File: src/rtl/if_fetch_queue_if.sv
// Fetch-stage bundle: instruction-memory request/response side plus the decode-facing valid/ready side.
// Latency: none, wires only.
// Backpressure: carried by instr_gnt_i (memory) and f2d_ready_i (decode); master = fetch stage.
interface if_fetch_queue_if #(
  parameter int ADDR_W = 32,
  parameter int DATA_W = 32
);
  logic              fetch_en_i;
  logic              instr_req_o;
  logic [ADDR_W-1:0] instr_addr_o;
  logic              instr_gnt_i;
  logic              instr_rvalid_i;
  logic [DATA_W-1:0] instr_rdata_i;
  logic              instr_err_i;
  logic              redirect_i;
  logic [ADDR_W-1:0] redirect_addr_i;
  logic              f2d_valid_o;
  logic              f2d_ready_i;
  logic [ADDR_W-1:0] f2d_pc_o;
  logic [DATA_W-1:0] f2d_instr_o;
  logic              f2d_err_o;
  logic              busy_o;

  modport master (
    input  fetch_en_i, instr_gnt_i, instr_rvalid_i, instr_rdata_i, instr_err_i,
           redirect_i, redirect_addr_i, f2d_ready_i,
    output instr_req_o, instr_addr_o, f2d_valid_o, f2d_pc_o, f2d_instr_o, f2d_err_o, busy_o
  );

  modport slave (
    output fetch_en_i, instr_gnt_i, instr_rvalid_i, instr_rdata_i, instr_err_i,
           redirect_i, redirect_addr_i, f2d_ready_i,
    input  instr_req_o, instr_addr_o, f2d_valid_o, f2d_pc_o, f2d_instr_o, f2d_err_o, busy_o
  );
endinterface

File: src/rtl/if_fetch_queue.sv
// Sequential instruction fetch with up to MAX_OUTST requests in flight, responses buffered in a DEPTH FIFO.
// Latency: rvalid in cycle N -> f2d_valid_o in N+1; one request per cycle peak.
// Backpressure: requests issue only while FIFO entries + in-flight < DEPTH, so decode stalls never drop data.
module if_fetch_queue #(
  parameter int              ADDR_W    = 32,
  parameter int              DATA_W    = 32,
  parameter int              DEPTH     = 4,
  parameter int              MAX_OUTST = 2,
  parameter logic [ADDR_W-1:0] BOOT_ADDR = ADDR_W'(32'h80)
) (
  input logic               clk_i,
  input logic               rst_i,
  if_fetch_queue_if.master  bus
);

  localparam int PW = $clog2(DEPTH);
  localparam int CW = $clog2(DEPTH + 1);
  localparam int OW = $clog2(MAX_OUTST + 1);
  localparam int QW = (MAX_OUTST > 1) ? $clog2(MAX_OUTST) : 1;
  localparam int SW = $clog2(DEPTH + MAX_OUTST + 1);

  typedef enum logic [1:0] {ST_IDLE, ST_FETCH, ST_HALT} state_t;

  typedef struct packed {
    logic [ADDR_W-1:0] pc;
    logic [DATA_W-1:0] instr;
    logic              err;
  } entry_t;

  state_t            state_q, state_d;
  logic [ADDR_W-1:0] addr_q, addr_d;
  logic              pending_q, pending_d;   // request asserted last cycle and not granted
  logic              stale_q, stale_d;       // held request belongs to the pre-redirect stream
  logic [ADDR_W-1:0] restart_q, restart_d;   // where to resume once a stale request is granted
  logic [OW-1:0]     outst_q, outst_d;
  logic [OW-1:0]     discard_q, discard_d;
  logic [PW-1:0]     wr_q, wr_d, rd_q, rd_d;
  logic [CW-1:0]     count_q, count_d;
  logic [QW-1:0]     pq_wr_q, pq_wr_d, pq_rd_q, pq_rd_d;
  entry_t            fifo_q [DEPTH];
  entry_t            fifo_d [DEPTH];
  logic [ADDR_W-1:0] pcq_q [MAX_OUTST];
  logic [ADDR_W-1:0] pcq_d [MAX_OUTST];

  logic              req, req_new, gnt_fire, hold_req, rv, drop, push, pop, redir, rsp_err;
  logic [ADDR_W-1:0] redir_addr;
  entry_t            head, push_ent;

  // Handshake decode: request eligibility, grant, response routing, pop.
  always_comb begin
    redir      = bus.redirect_i;
    redir_addr = {bus.redirect_addr_i[ADDR_W-1:2], 2'b00};
    req_new    = (state_q == ST_FETCH) && bus.fetch_en_i
                 && ((SW'(count_q) + SW'(outst_q)) < SW'(DEPTH))
                 && (outst_q < OW'(MAX_OUTST));
    req        = pending_q || req_new;
    gnt_fire   = req && bus.instr_gnt_i;
    hold_req   = req && !bus.instr_gnt_i;
    rv         = bus.instr_rvalid_i;
    rsp_err    = bus.instr_err_i;
    drop       = rv && (discard_q != '0);
    push       = rv && !drop && !redir;
    pop        = (count_q != '0) && bus.f2d_ready_i && !redir;
    push_ent   = '{pc: pcq_q[pq_rd_q], instr: bus.instr_rdata_i, err: rsp_err};
    head       = fifo_q[rd_q];
  end

  assign bus.instr_req_o  = req;
  assign bus.instr_addr_o = addr_q;
  assign bus.f2d_valid_o  = (count_q != '0);
  assign bus.f2d_pc_o     = (count_q != '0) ? head.pc    : '0;
  assign bus.f2d_instr_o  = (count_q != '0) ? head.instr : '0;
  assign bus.f2d_err_o    = (count_q != '0) && head.err;
  assign bus.busy_o       = (outst_q != '0) || (count_q != '0);

  // Fetch FSM: idle / fetching / halted on error; redirect always restarts fetching.
  always_comb begin
    state_d = state_q;
    unique case (state_q)
      ST_IDLE: begin
        if (push && rsp_err)      state_d = ST_HALT;
        else if (bus.fetch_en_i)  state_d = ST_FETCH;
      end
      ST_FETCH: begin
        if (push && rsp_err)                  state_d = ST_HALT;
        else if (!bus.fetch_en_i && !hold_req) state_d = ST_IDLE;
      end
      ST_HALT: state_d = ST_HALT;
      default: state_d = ST_IDLE;
    endcase
    if (redir) state_d = ST_FETCH;
  end

  // Address sequencing, in-flight/discard accounting and the response-order PC queue.
  always_comb begin
    addr_d    = addr_q;
    pending_d = hold_req;
    stale_d   = stale_q;
    restart_d = restart_q;
    outst_d   = outst_q + OW'(gnt_fire) - OW'(rv);
    discard_d = discard_q;
    pq_wr_d   = pq_wr_q;
    pq_rd_d   = pq_rd_q;
    pcq_d     = pcq_q;

    if (gnt_fire) begin
      pcq_d[pq_wr_q] = addr_q;
      pq_wr_d = (pq_wr_q == QW'(MAX_OUTST - 1)) ? '0 : pq_wr_q + QW'(1);
    end
    if (rv) pq_rd_d = (pq_rd_q == QW'(MAX_OUTST - 1)) ? '0 : pq_rd_q + QW'(1);

    if (redir) begin
      // Everything granted up to and including this cycle is dropped on return;
      // an ungranted request must still complete at its old address, then gets dropped.
      discard_d = outst_d;
      restart_d = redir_addr;
      if (hold_req) begin
        stale_d = 1'b1;
      end else begin
        addr_d  = redir_addr;
        stale_d = 1'b0;
      end
    end else begin
      if (drop) discard_d = discard_d - OW'(1);
      if (gnt_fire) begin
        if (stale_q) begin
          discard_d = discard_d + OW'(1);
          addr_d    = restart_q;
        end else begin
          addr_d    = addr_q + ADDR_W'(4);
        end
        stale_d = 1'b0;
      end
    end
  end

  // Response FIFO: flushed on redirect, otherwise push/pop with a shared count.
  always_comb begin
    fifo_d  = fifo_q;
    wr_d    = wr_q;
    rd_d    = rd_q;
    count_d = count_q;
    if (redir) begin
      wr_d    = '0;
      rd_d    = '0;
      count_d = '0;
    end else begin
      if (push) begin
        fifo_d[wr_q] = push_ent;
        wr_d = wr_q + PW'(1);
      end
      if (pop) rd_d = rd_q + PW'(1);
      count_d = count_q + CW'(push) - CW'(pop);
    end
  end

  // Control and pointer state.
  always_ff @(posedge clk_i or posedge rst_i) begin
    if (rst_i) begin
      state_q   <= ST_IDLE;
      addr_q    <= BOOT_ADDR;
      pending_q <= 1'b0;
      stale_q   <= 1'b0;
      restart_q <= BOOT_ADDR;
      outst_q   <= '0;
      discard_q <= '0;
      wr_q      <= '0;
      rd_q      <= '0;
      count_q   <= '0;
      pq_wr_q   <= '0;
      pq_rd_q   <= '0;
    end else begin
      state_q   <= state_d;
      addr_q    <= addr_d;
      pending_q <= pending_d;
      stale_q   <= stale_d;
      restart_q <= restart_d;
      outst_q   <= outst_d;
      discard_q <= discard_d;
      wr_q      <= wr_d;
      rd_q      <= rd_d;
      count_q   <= count_d;
      pq_wr_q   <= pq_wr_d;
      pq_rd_q   <= pq_rd_d;
    end
  end

  // Storage arrays carry no reset; validity comes from the pointers and counts.
  always_ff @(posedge clk_i) begin
    fifo_q <= fifo_d;
    pcq_q  <= pcq_d;
  end

  // The credit rule must make a push into a full FIFO (without a matching pop) impossible.
  a_no_overflow: assert property (@(posedge clk_i) disable iff (rst_i)
    !(push && (count_q == CW'(DEPTH)) && !pop));

endmodule

File: src/flat_wrapper.sv
// flat-port wrapper written by rule: the top's interface ports become plain ports
module if_fetch_queue_flat 
#(
  parameter int              ADDR_W    = 32,
  parameter int              DATA_W    = 32,
  parameter int              DEPTH     = 4,
  parameter int              MAX_OUTST = 2,
  parameter logic [ADDR_W-1:0] BOOT_ADDR = ADDR_W'(32'h80)
)
  (clk_i, rst_i, bus_fetch_en_i, bus_instr_gnt_i, bus_instr_rvalid_i, bus_instr_rdata_i, bus_instr_err_i, bus_redirect_i, bus_redirect_addr_i, bus_f2d_ready_i, bus_instr_req_o, bus_instr_addr_o, bus_f2d_valid_o, bus_f2d_pc_o, bus_f2d_instr_o, bus_f2d_err_o, bus_busy_o);
  if_fetch_queue_if #(.ADDR_W(ADDR_W), .DATA_W(DATA_W)) bus_i ();
  input logic clk_i;
  input logic rst_i;
  input wire logic [$bits(bus_i.fetch_en_i)-1:0] bus_fetch_en_i;
  input wire logic [$bits(bus_i.instr_gnt_i)-1:0] bus_instr_gnt_i;
  input wire logic [$bits(bus_i.instr_rvalid_i)-1:0] bus_instr_rvalid_i;
  input wire logic [$bits(bus_i.instr_rdata_i)-1:0] bus_instr_rdata_i;
  input wire logic [$bits(bus_i.instr_err_i)-1:0] bus_instr_err_i;
  input wire logic [$bits(bus_i.redirect_i)-1:0] bus_redirect_i;
  input wire logic [$bits(bus_i.redirect_addr_i)-1:0] bus_redirect_addr_i;
  input wire logic [$bits(bus_i.f2d_ready_i)-1:0] bus_f2d_ready_i;
  output wire logic [$bits(bus_i.instr_req_o)-1:0] bus_instr_req_o;
  output wire logic [$bits(bus_i.instr_addr_o)-1:0] bus_instr_addr_o;
  output wire logic [$bits(bus_i.f2d_valid_o)-1:0] bus_f2d_valid_o;
  output wire logic [$bits(bus_i.f2d_pc_o)-1:0] bus_f2d_pc_o;
  output wire logic [$bits(bus_i.f2d_instr_o)-1:0] bus_f2d_instr_o;
  output wire logic [$bits(bus_i.f2d_err_o)-1:0] bus_f2d_err_o;
  output wire logic [$bits(bus_i.busy_o)-1:0] bus_busy_o;
  assign bus_i.fetch_en_i = bus_fetch_en_i;
  assign bus_i.instr_gnt_i = bus_instr_gnt_i;
  assign bus_i.instr_rvalid_i = bus_instr_rvalid_i;
  assign bus_i.instr_rdata_i = bus_instr_rdata_i;
  assign bus_i.instr_err_i = bus_instr_err_i;
  assign bus_i.redirect_i = bus_redirect_i;
  assign bus_i.redirect_addr_i = bus_redirect_addr_i;
  assign bus_i.f2d_ready_i = bus_f2d_ready_i;
  assign bus_instr_req_o = bus_i.instr_req_o;
  assign bus_instr_addr_o = bus_i.instr_addr_o;
  assign bus_f2d_valid_o = bus_i.f2d_valid_o;
  assign bus_f2d_pc_o = bus_i.f2d_pc_o;
  assign bus_f2d_instr_o = bus_i.f2d_instr_o;
  assign bus_f2d_err_o = bus_i.f2d_err_o;
  assign bus_busy_o = bus_i.busy_o;
  if_fetch_queue #(.ADDR_W(ADDR_W), .DATA_W(DATA_W), .DEPTH(DEPTH), .MAX_OUTST(MAX_OUTST), .BOOT_ADDR(BOOT_ADDR)) u_core (.clk_i(clk_i), .rst_i(rst_i), .bus(bus_i));
endmodule
File: config.mk
export PLATFORM = sky130hd
export DESIGN_NAME = if_fetch_queue_flat
export DESIGN_NICKNAME = d
export VERILOG_FILES = /design/src/rtl/if_fetch_queue_if.sv /design/src/rtl/if_fetch_queue.sv /design/src/flat_wrapper.sv
export SDC_FILE = /design/constraint.sdc
export NUM_CORES = 1
export LEC_CHECK = 0
export ABC_AREA = 1
export CAP_MARGIN = 25
export CORE_ASPECT_RATIO = 1.75
export CORE_MARGIN = 2
export CORE_UTILIZATION = 35
export CTS_CLUSTER_SIZE = 16
export DETAILED_ROUTE_END_ITERATION = 7
export HOLD_SLACK_MARGIN = 0.1
export MAX_ROUTING_LAYER = met4
export PLACE_DENSITY = 0.66
export SETUP_SLACK_MARGIN = 0.02
export SLEW_MARGIN = 5
export SYNTH_ARGS = -nofsm -noshare
export SYNTH_HDL_FRONTEND = slang
export SYNTH_SLANG_ARGS = --single-unit
File: constraint.sdc
create_clock -name clk_i -period 5.1 [get_ports clk_i]
set_clock_uncertainty 0.15 [all_clocks]
set_input_delay 1.53 -clock clk_i [delete_from_list [all_inputs] [get_ports clk_i]]
set_output_delay 1.53 -clock clk_i [all_outputs]
set_load 0.02 [all_outputs]
## Word-level counts from Yosys, hierarchy flattened

Index checks and enable logic that the tools add are counted.

- Multiplexer cells: 39
- Multipliers: 0
- Bitwise operators: 5
- Reduce and logical (&&, ||, !) cells: 32
- Eq/ne operators: 5
- Shifts and indexed selects: 0
- Div/mod/pow operators: 0
- Order comparisons: 8
- Add/subtract/negate cells: 12

Operator list:

| cell | count |
|---|---|
| 2-to-1 mux 32 bit | 10 |
| bitwise mux 260 bit | 1 |
| 2-to-1 mux 65 bit | 3 |
| binary-select mux 65 bit (select 2 bit) | 1 |
| demux 65 bit (select 2 bit) | 1 |
| bitwise mux 64 bit | 1 |
| adder 32 x 3 -> 32 bit (second input constant) | 1 |
| demux 32 bit (select 1 bit) | 1 |
| 2-to-1 mux 2 bit | 14 |
| logical AND 1 bit | 15 |
| nonzero test 2 bit | 5 |
| adder 2 x 1 -> 2 bit (second input constant) | 3 |
| greater-or-equal comparator 3 bit (second input constant) | 2 |
| NOT 2 -> 3 bit | 2 |
| one-hot mux 2 bit (3 select lines) | 1 |
| AND reduction 2 bit | 3 |
| zero test 1 bit | 5 |
| 2-to-1 mux 1 bit | 5 |
| greater-or-equal comparator 2 bit (second input constant) | 2 |
| inequality test 4 x 3 -> 1 bit (second input constant) | 1 |
| inequality test 4 bit (second input constant) | 1 |
| NOT 1 -> 2 bit | 2 |
| adder 3 x 1 -> 3 bit | 1 |
| adder 3 x 2 -> 3 bit | 1 |
| 17 further kinds | 19 |

- Register bits: 403
- RAM bits: 0
- Memories: 0
- Bits in latches: 0
- ROM bits: 0
- Output and inout bits: 100

## Depth between registers and ports, before layout

- Word-level depth: 12
- Mapped depth: 15
- Gate-level depth less buffers: 15

## Least setup slack after synthesis

No wires, ideal clock.

- Kind: input port to flip-flop
- From: input port bus_redirect_i
- To: register u_core.fifo_q[0] in the netlist's numbering (enable)
- Setup slack: -375 ps
- Arrival time: 4841 ps
- Library setup time: 484 ps
- Cell stages on the path: 4
- Cells stage by stage: buf_2 > nor3_1 > inv_1 > nor2_1

- Longest elaborated chain between the ends: 3
- Elaborated cells between the ends (all ways): 4
- Those cells by class: bitwise (1); reduce/logical (3)

RTL lines:

| item | RTL line | source |
|---|---|---|
| from (decl) | flat_wrapper.sv:19 | `input wire logic [$bits(bus_i.redirect_i)-1:0] bus_redirect_i;` |
| zero test 1 bit | if_fetch_queue.sv:62 | `push = rv && !drop && !redir;` |
| logical AND 1 bit | if_fetch_queue.sv:62 |  |
| AND reduction 2 bit (no line) (*) | - |  |
| to (signal assigned) | if_fetch_queue.sv:190 | `fifo_q <= fifo_d;` |
| to (decl) | if_fetch_queue.sv:40 | `entry_t fifo_q [DEPTH];` |

Mark *: on every way between the ends. The rest lies on a longest branch, timed or not.
A chain may end at the register's enable or synchronous reset.

## Worst setup path after layout

- From: input port bus_fetch_en_i
- To: output port bus_instr_req_o

- Longest elaborated chain between the ends: 4

RTL lines:

| item | RTL line | source |
|---|---|---|
| from (decl) | flat_wrapper.sv:14 | `input wire logic [$bits(bus_i.fetch_en_i)-1:0] bus_fetch_en_i;` |
| logical AND 1 bit | if_fetch_queue.sv:53 | `req_new = (state_q == ST_FETCH) && bus.fetch_en_i` |
| logical AND 1 bit | if_fetch_queue.sv:54 | `&& ((SW'(count_q) + SW'(outst_q)) < SW'(DEPTH))` |
| logical AND 1 bit | if_fetch_queue.sv:55 | `&& (outst_q < OW'(MAX_OUTST));` |
| logical OR 1 bit | if_fetch_queue.sv:56 | `req = pending_q \|\| req_new;` |
| to (decl) | flat_wrapper.sv:22 | `output wire logic [$bits(bus_i.instr_req_o)-1:0] bus_instr_req_o;` |

Every way passes these cells.

==> metrics.txt <==
die height 292 um; synth unique cells 37; CTS Buf Count 36; final setup violating endpoints 0; crit path max fanout 3; DP HPWL 25200 um; sequential share of the synthesized area 68.2%; relative slew slack 39.3%; final worst slack 0.365 ns; IO Count 172; Clock Latency Late Sink 0.53 ns; CTS tree yes; final wirelength between 30000 and 40000 um; clk root buf clkbuf_16; Post-CTS Setup Repair Bufs 0; DR vias/cell between 4 and 5; #FFs+latches synth 389; CTS max path bufs 3; Reg clk slew, reported paths 0.07 ns; crit path time final 4.73 ns; die width 169 um; crit start category input pin; EDFF count, synth 312; Final Hold Fails 0; met2 Usage GRT a little under a third; Starting Density 35.4%; CTS HTree Levels 2; Top Family by Delay on Critical Path buffers and inverters; Placer Congestion 0.854; input/output buffers 165; filler cell count 4316; CP Cell Sequence clkdlybuf4s50_1 -> inv_1 -> nor3_2 -> nand3_1 -> nand2_1 -> clkdlybuf4s50_1; ys flop type edfxtp_1; Layout Nets 1752; met1 global-route usage 17.4%; crit share post-route 92.8%; Synth Instances 1518; hold buffers post-CTS 0; Post-synth ARST share between 10% and 20%; DR iter-0 viols 795; vias post-DR 11300; post-CTS sizing 0; RSZ-0062 raised after global routing no; largest net degree at the start of global routing 127; first-pass GRT wire length 61400 um; Placement Rows 105; Max Cap Violations 0; initial antenna violation count 0; CP bufs+invs 3; Worst setup EP type primary output; Final Max Slew Viols 0; busiest grt layer met2; VDD IR max about 0.34 mV; Hold Path Class reg2reg; Post-Syn Area about 0.017 sq mm; number of global-route vias before repair 11400; Worst-Margin Slew 0.910 ns; routed len/inst between 15 and 20 um; Finished Layout Cells 2283; fmax 211 MHz; CP Data Arrival Time between 3 and 4 ns; Req. time, crit path around 3.4 ns; Cells after DPL between 2000 and 2500; post-route ant nets 0; critical path's largest stage delay 0.61 ns; share of layout cells above drive strength 1 8.20%; pre-CTS setup slack 0.364 ns; CP dominant cell by count clkdlybuf4s50_1; drt pass-1 iters 5; total congestion overflow 0; Ys Warns 0; WS Path Type in2out; die area 0.0492 sq mm; met3 global-route usage under 10%; Cell Pwr Density approximately 550 mW/mm^2; DRC Markers 0; CP max stage cell clkdlybuf4s50_1; core area 0.0468 sq mm; clk sinks 389; Tot GR Track Use 16.5%; mean post-synth cell area between 10 and 15 sq um; run status complete, no violations; # diodes 0; Area growth, synth to finish 21.3%; leakage power around 7.4 nW
[metal layers]
metal	part of all wire [%]	wire length, um
met3	3.9	1530
met1	38	15200
met2	54	21200
met5	0	0
met4	4.4	1730
[registers in the layout (all words and copies together) (netlist names)]
register / count
u_core.pq_wr_q: 1
u_core.pending_q: 1
u_core.count_q: 3
u_core.bus.instr_addr_o: 30
u_core.pq_rd_q: 1
u_core.pcq_q: 60
u_core.discard_q: 2
u_core.outst_q: 2
u_core.rd_q: 2
u_core.restart_q: 30
u_core.stale_q: 1
u_core.wr_q: 2
u_core.state_q: 2
u_core.fifo_q: 252
[cell usage after synthesis (9+ instances only)]
library cell | count | area share, %
edfxtp_1 | 312 | 57
nor2_1 | 310 | 7.0
nand2_1 | 245 | 5.5
o21ai_0 | 190 | 5.7
a21oi_1 | 94 | 2.8
inv_1 | 80 | 1.8
dfrtp_1 | 75 | 11
clkbuf_1 | 33 | 0.75
mux2_2 | 30 | 2.0
nand3_1 | 22 | 0.66
buf_1 | 20 | 0.45
buf_2 | 18 | 0.54
ha_1 | 11 | 0.83
nand3b_1 | 9 | 0.41
[worst paths after layout]
kind	cells after the start	endpoint	slack [ns]	start
setup / recovery	6	bus_instr_req_o	0.37	bus_fetch_en_i
hold / removal	2	u_core.restart_q[14]	0.32	u_core.restart_q[14]
setup reg to reg	7	u_core.fifo_q[3]	2.34	u_core.discard_q[0]
hold reg to reg	2	u_core.restart_q[14]	0.32	u_core.restart_q[14]
max in group asynchronous	3	u_core.restart_q[7]	2.92	rst_i
min in group asynchronous	2	u_core.count_q[1]	1.17	rst_i
[where the power goes]
group / switching [mW] / internal, mW
combinational: 2.52 / 1.52
sequential: 0.370 / 3.97
clock: 1.13 / 1.56
total: 4.03 / 7.05
[area by class of cell]
type | instances | area (sq um) | area share (%)
sequential | 389 | 11300 | 56.2
multi-input combinational | 967 | 4640 | 23.1
timing repair buffer | 189 | 1930 | 9.59
clock buffer | 45 | 966 | 4.81
tap | 588 | 736 | 3.66
inverter | 85 | 320 | 1.59
clock inverter | 20 | 209 | 1.04
[cells by family (layout without fill, tap and decap cells)]
| family | after synthesis | in the layout | synth area share, % |
|---|---|---|---|
| AO/OA/AOI/OAI | 301 | 301 | 9.26 |
| buffers and inverters | 165 | 339 | 4.17 |
| other | 1 | 4 | 0.0226 |
| AND/OR/NAND/NOR | 608 | 608 | 14.8 |
| multiplexers | 30 | 30 | 2.04 |
| adder cells (fa/ha/maj) | 12 | 12 | 0.951 |
| flip-flops | 389 | 389 | 68.2 |
| XOR/XNOR | 12 | 12 | 0.634 |
[cells in the final DEF (no fill, tap or decap), types with 2 or more instances in the layout]
cell type        synthesis  layout
inv_6                    0       4
nor3_1                   4       4
clkinv_2                 0       3
nand4_1                  3       3
conb_1                   1       4
clkbuf_1                33       7
nand2_2                  2       2
nand3b_1                 9       9
o21ai_1                  6       6
buf_4                    6      16
nand3_1                 22      22
ha_1                    11      11
clkinvlp_2               0       2
clkdlybuf4s50_1          0     164
dfrtp_1                 75      73
a21boi_0                 6       6
a21oi_1                 94      94
bufinv_16                0       4
inv_1                   80      79
clkinv_1                 0       7
edfxtp_1               312     312
nor2_4                   6      11
dfstp_2                  2       2
o211ai_1                 2       2
nand2_1                245     245
o21ai_0                190     190
xnor2_1                  5       5
nor2_1                 310     303
clkbuf_16                0      37
inv_2                    5       5
mux2_2                  30      30
xor2_1                   7       7
nand3_2                  4       4
nor2_2                   0       2
buf_12                   0       8
[through the flow]
step           power, mW  util (%)  cell area, sq um  hold slack (ns)  TNS (ns)
2_1_floorplan       6.63         -             16600            0.287    -94.50
3_3_place_gp        8.39      40.4             18900            0.298         0
3_5_place_dp        8.48      40.5             18900            0.311         0
4_1_cts             11.2      43.0             20100            0.326         0
5_1_grt             11.7      43.0             20100            0.346         0
6_report            11.1      43.0             20100            0.322         0
[worst min-delay path: stages, from the launching register on]
cell and delay (ns):
dfrtp_1 0.34, nand2_1 0.05, nand2_1 0.05
No activity file was read; power rests on OpenSTA's default activity.
==> RTL change, RTL diff (same settings) <==
Put a register stage on the output `bus.f2d_err_o`, without a reset. The value now appears one clock later.
--- a/src/rtl/if_fetch_queue.sv
+++ b/src/rtl/if_fetch_queue.sv
@@ -71,5 +71,7 @@
   assign bus.f2d_pc_o     = (count_q != '0) ? head.pc    : '0;
   assign bus.f2d_instr_o  = (count_q != '0) ? head.instr : '0;
-  assign bus.f2d_err_o    = (count_q != '0) && head.err;
+  always_ff @(posedge clk_i) begin
+    bus.f2d_err_o <= (count_q != '0) && head.err;
+  end
   assign bus.busy_o       = (outst_q != '0) || (count_q != '0);
 
Formal check against the unedited RTL: not equivalent (a bounded check fails within 4 cycles, from zero or initial values and one cycle with rst_i high).
==> RTL change against the original RTL <==
Combinational power about the same. Wire length up 1.4%. Area after synthesis rose by 0.33%. Non-clock buffer count is 7 higher. Total power up 0.75%. Setup slack worse by 0.090 ns. Final area up 0.47%. Sequential cell count is 1 higher. Largest power group unchanged.
==> RTL change: results (changes against the original RTL) <==
- Outcome: completed
- DR iter-0 viols: 818 (+2.9%)
- DR WL/cell: 17.5 um (+0.67%)
- Seq/Total Area, Yosys: 0.681 (-0.00105)
- Utilization after layout: 0.431 (+0.000824)
- Post-synthesis compound-gate area fraction: 0.0913 (-0.00128)
- Slew @ Worst Pin: 0.898 ns (-0.0128 ns)
- Total GRT Usage: 0.166 (+0.000974)
- Worst hold path depth: 1 (-1)
- Leading cell types by count after synthesis: 312 x edfxtp_1, 309 x nor2_1, 258 x nand2_1
- Seq/total area: 0.561 (-0.00165)
- Mux contribution to synthesized area: 0.0203 (-0.0000675)
- Layout Cells excl Fill: 2,299 (+0.70%)
- R2R Path End: u_core.count_q[2]$_DFF_PP0_
- Worst Path Max Fanout: 5 (+2)
- Layout non-clock buf frac: 0.0943 (-0.00157)
- Hold path start: u_core.pq_rd_q$_DFFE_PP0P_
- Met2 usage: 0.309 (+0.00505)
- Worst slack at placement: 0.252 ns (-0.112 ns)
- Worst R2R Start: u_core.count_q[1]$_DFF_PP0_
- Sum of routed wire segments on met1: 15,200 um (+0.40%)
- VDD IR max: 278 uV (-18%)
- Synth top area cells: edfxtp_1 56%, dfrtp_1 11%, nor2_1 7.0%, nand2_1 5.8%, o21ai_0 5.4%
- Multi-input gates: 976 (+0.93%)
- Fraction of area in multi-input gates: 0.233 (+0.00195)
- DR WL met3: 1660 um (+8.0%)
- Fillers: 4,268 (-1.1%)
- Ys async rst share: 0.197 (-0.000508)
- Post-Synth XOR/XNOR Area: 0.00474 (-0.00160)
- Register-to-Register Path Depth: 14 (+7)
- Met1 Use GR: 0.174 (-0.000466)
- Routing usage on met3: 0.0222 (+0.00332)
- Vias per inst: 4.95 (+0.22%)
- Vias in the first global route: 11.5k (+0.98%)
- Layout cells sized above 1: 0.0929 (+0.0109)
- Gpl congestion: 0.856 (+0.20%)
- Synthesized area per cell: 10.9 sq um (-0.19%)
- DP Wirelength: 26,400 um (+4.7%)
- First-pass GRT wire length: 61,900 um (+0.75%)
- Signal buffers: 196 (+3.7%)
- Leakage power: 0.00756 uW (+1.7%)
- Hold Path End: u_core.pq_rd_q$_DFFE_PP0P_
[RTL change: cell count changes in the layout (fill, tap and decap cells not counted), sizes merged, moves of 3 or more]
cell    delta
a21oi      -3
buf        +7
clkbuf     -3
clkinv     +4
inv        -4
nand2     +20
nand3b     -4
[RTL change: worst max-delay path: stages]
cell and delay, ns:
clkdlybuf4s50_1 0.49, inv_1 0.07, nor3_2 0.17, nand3_1 0.13, nand2_4 0.13, clkdlybuf4s50_1 0.63
[RTL change: worst max-delay path by stage]
stage	endpoint	from	cells after the start	slack, ns
3_5_place_dp	bus_instr_req_o	bus_fetch_en_i	6	0.25
3_3_place_gp	bus_instr_req_o	bus_fetch_en_i	6	0.25
6_report	bus_instr_req_o	bus_fetch_en_i	6	0.28
5_1_grt	bus_instr_req_o	bus_fetch_en_i	6	0.20
2_1_floorplan	u_core.fifo_q[0]$_DFFE_PP_	bus_redirect_i	4	-0.27
4_1_cts	bus_instr_req_o	bus_fetch_en_i	6	0.25
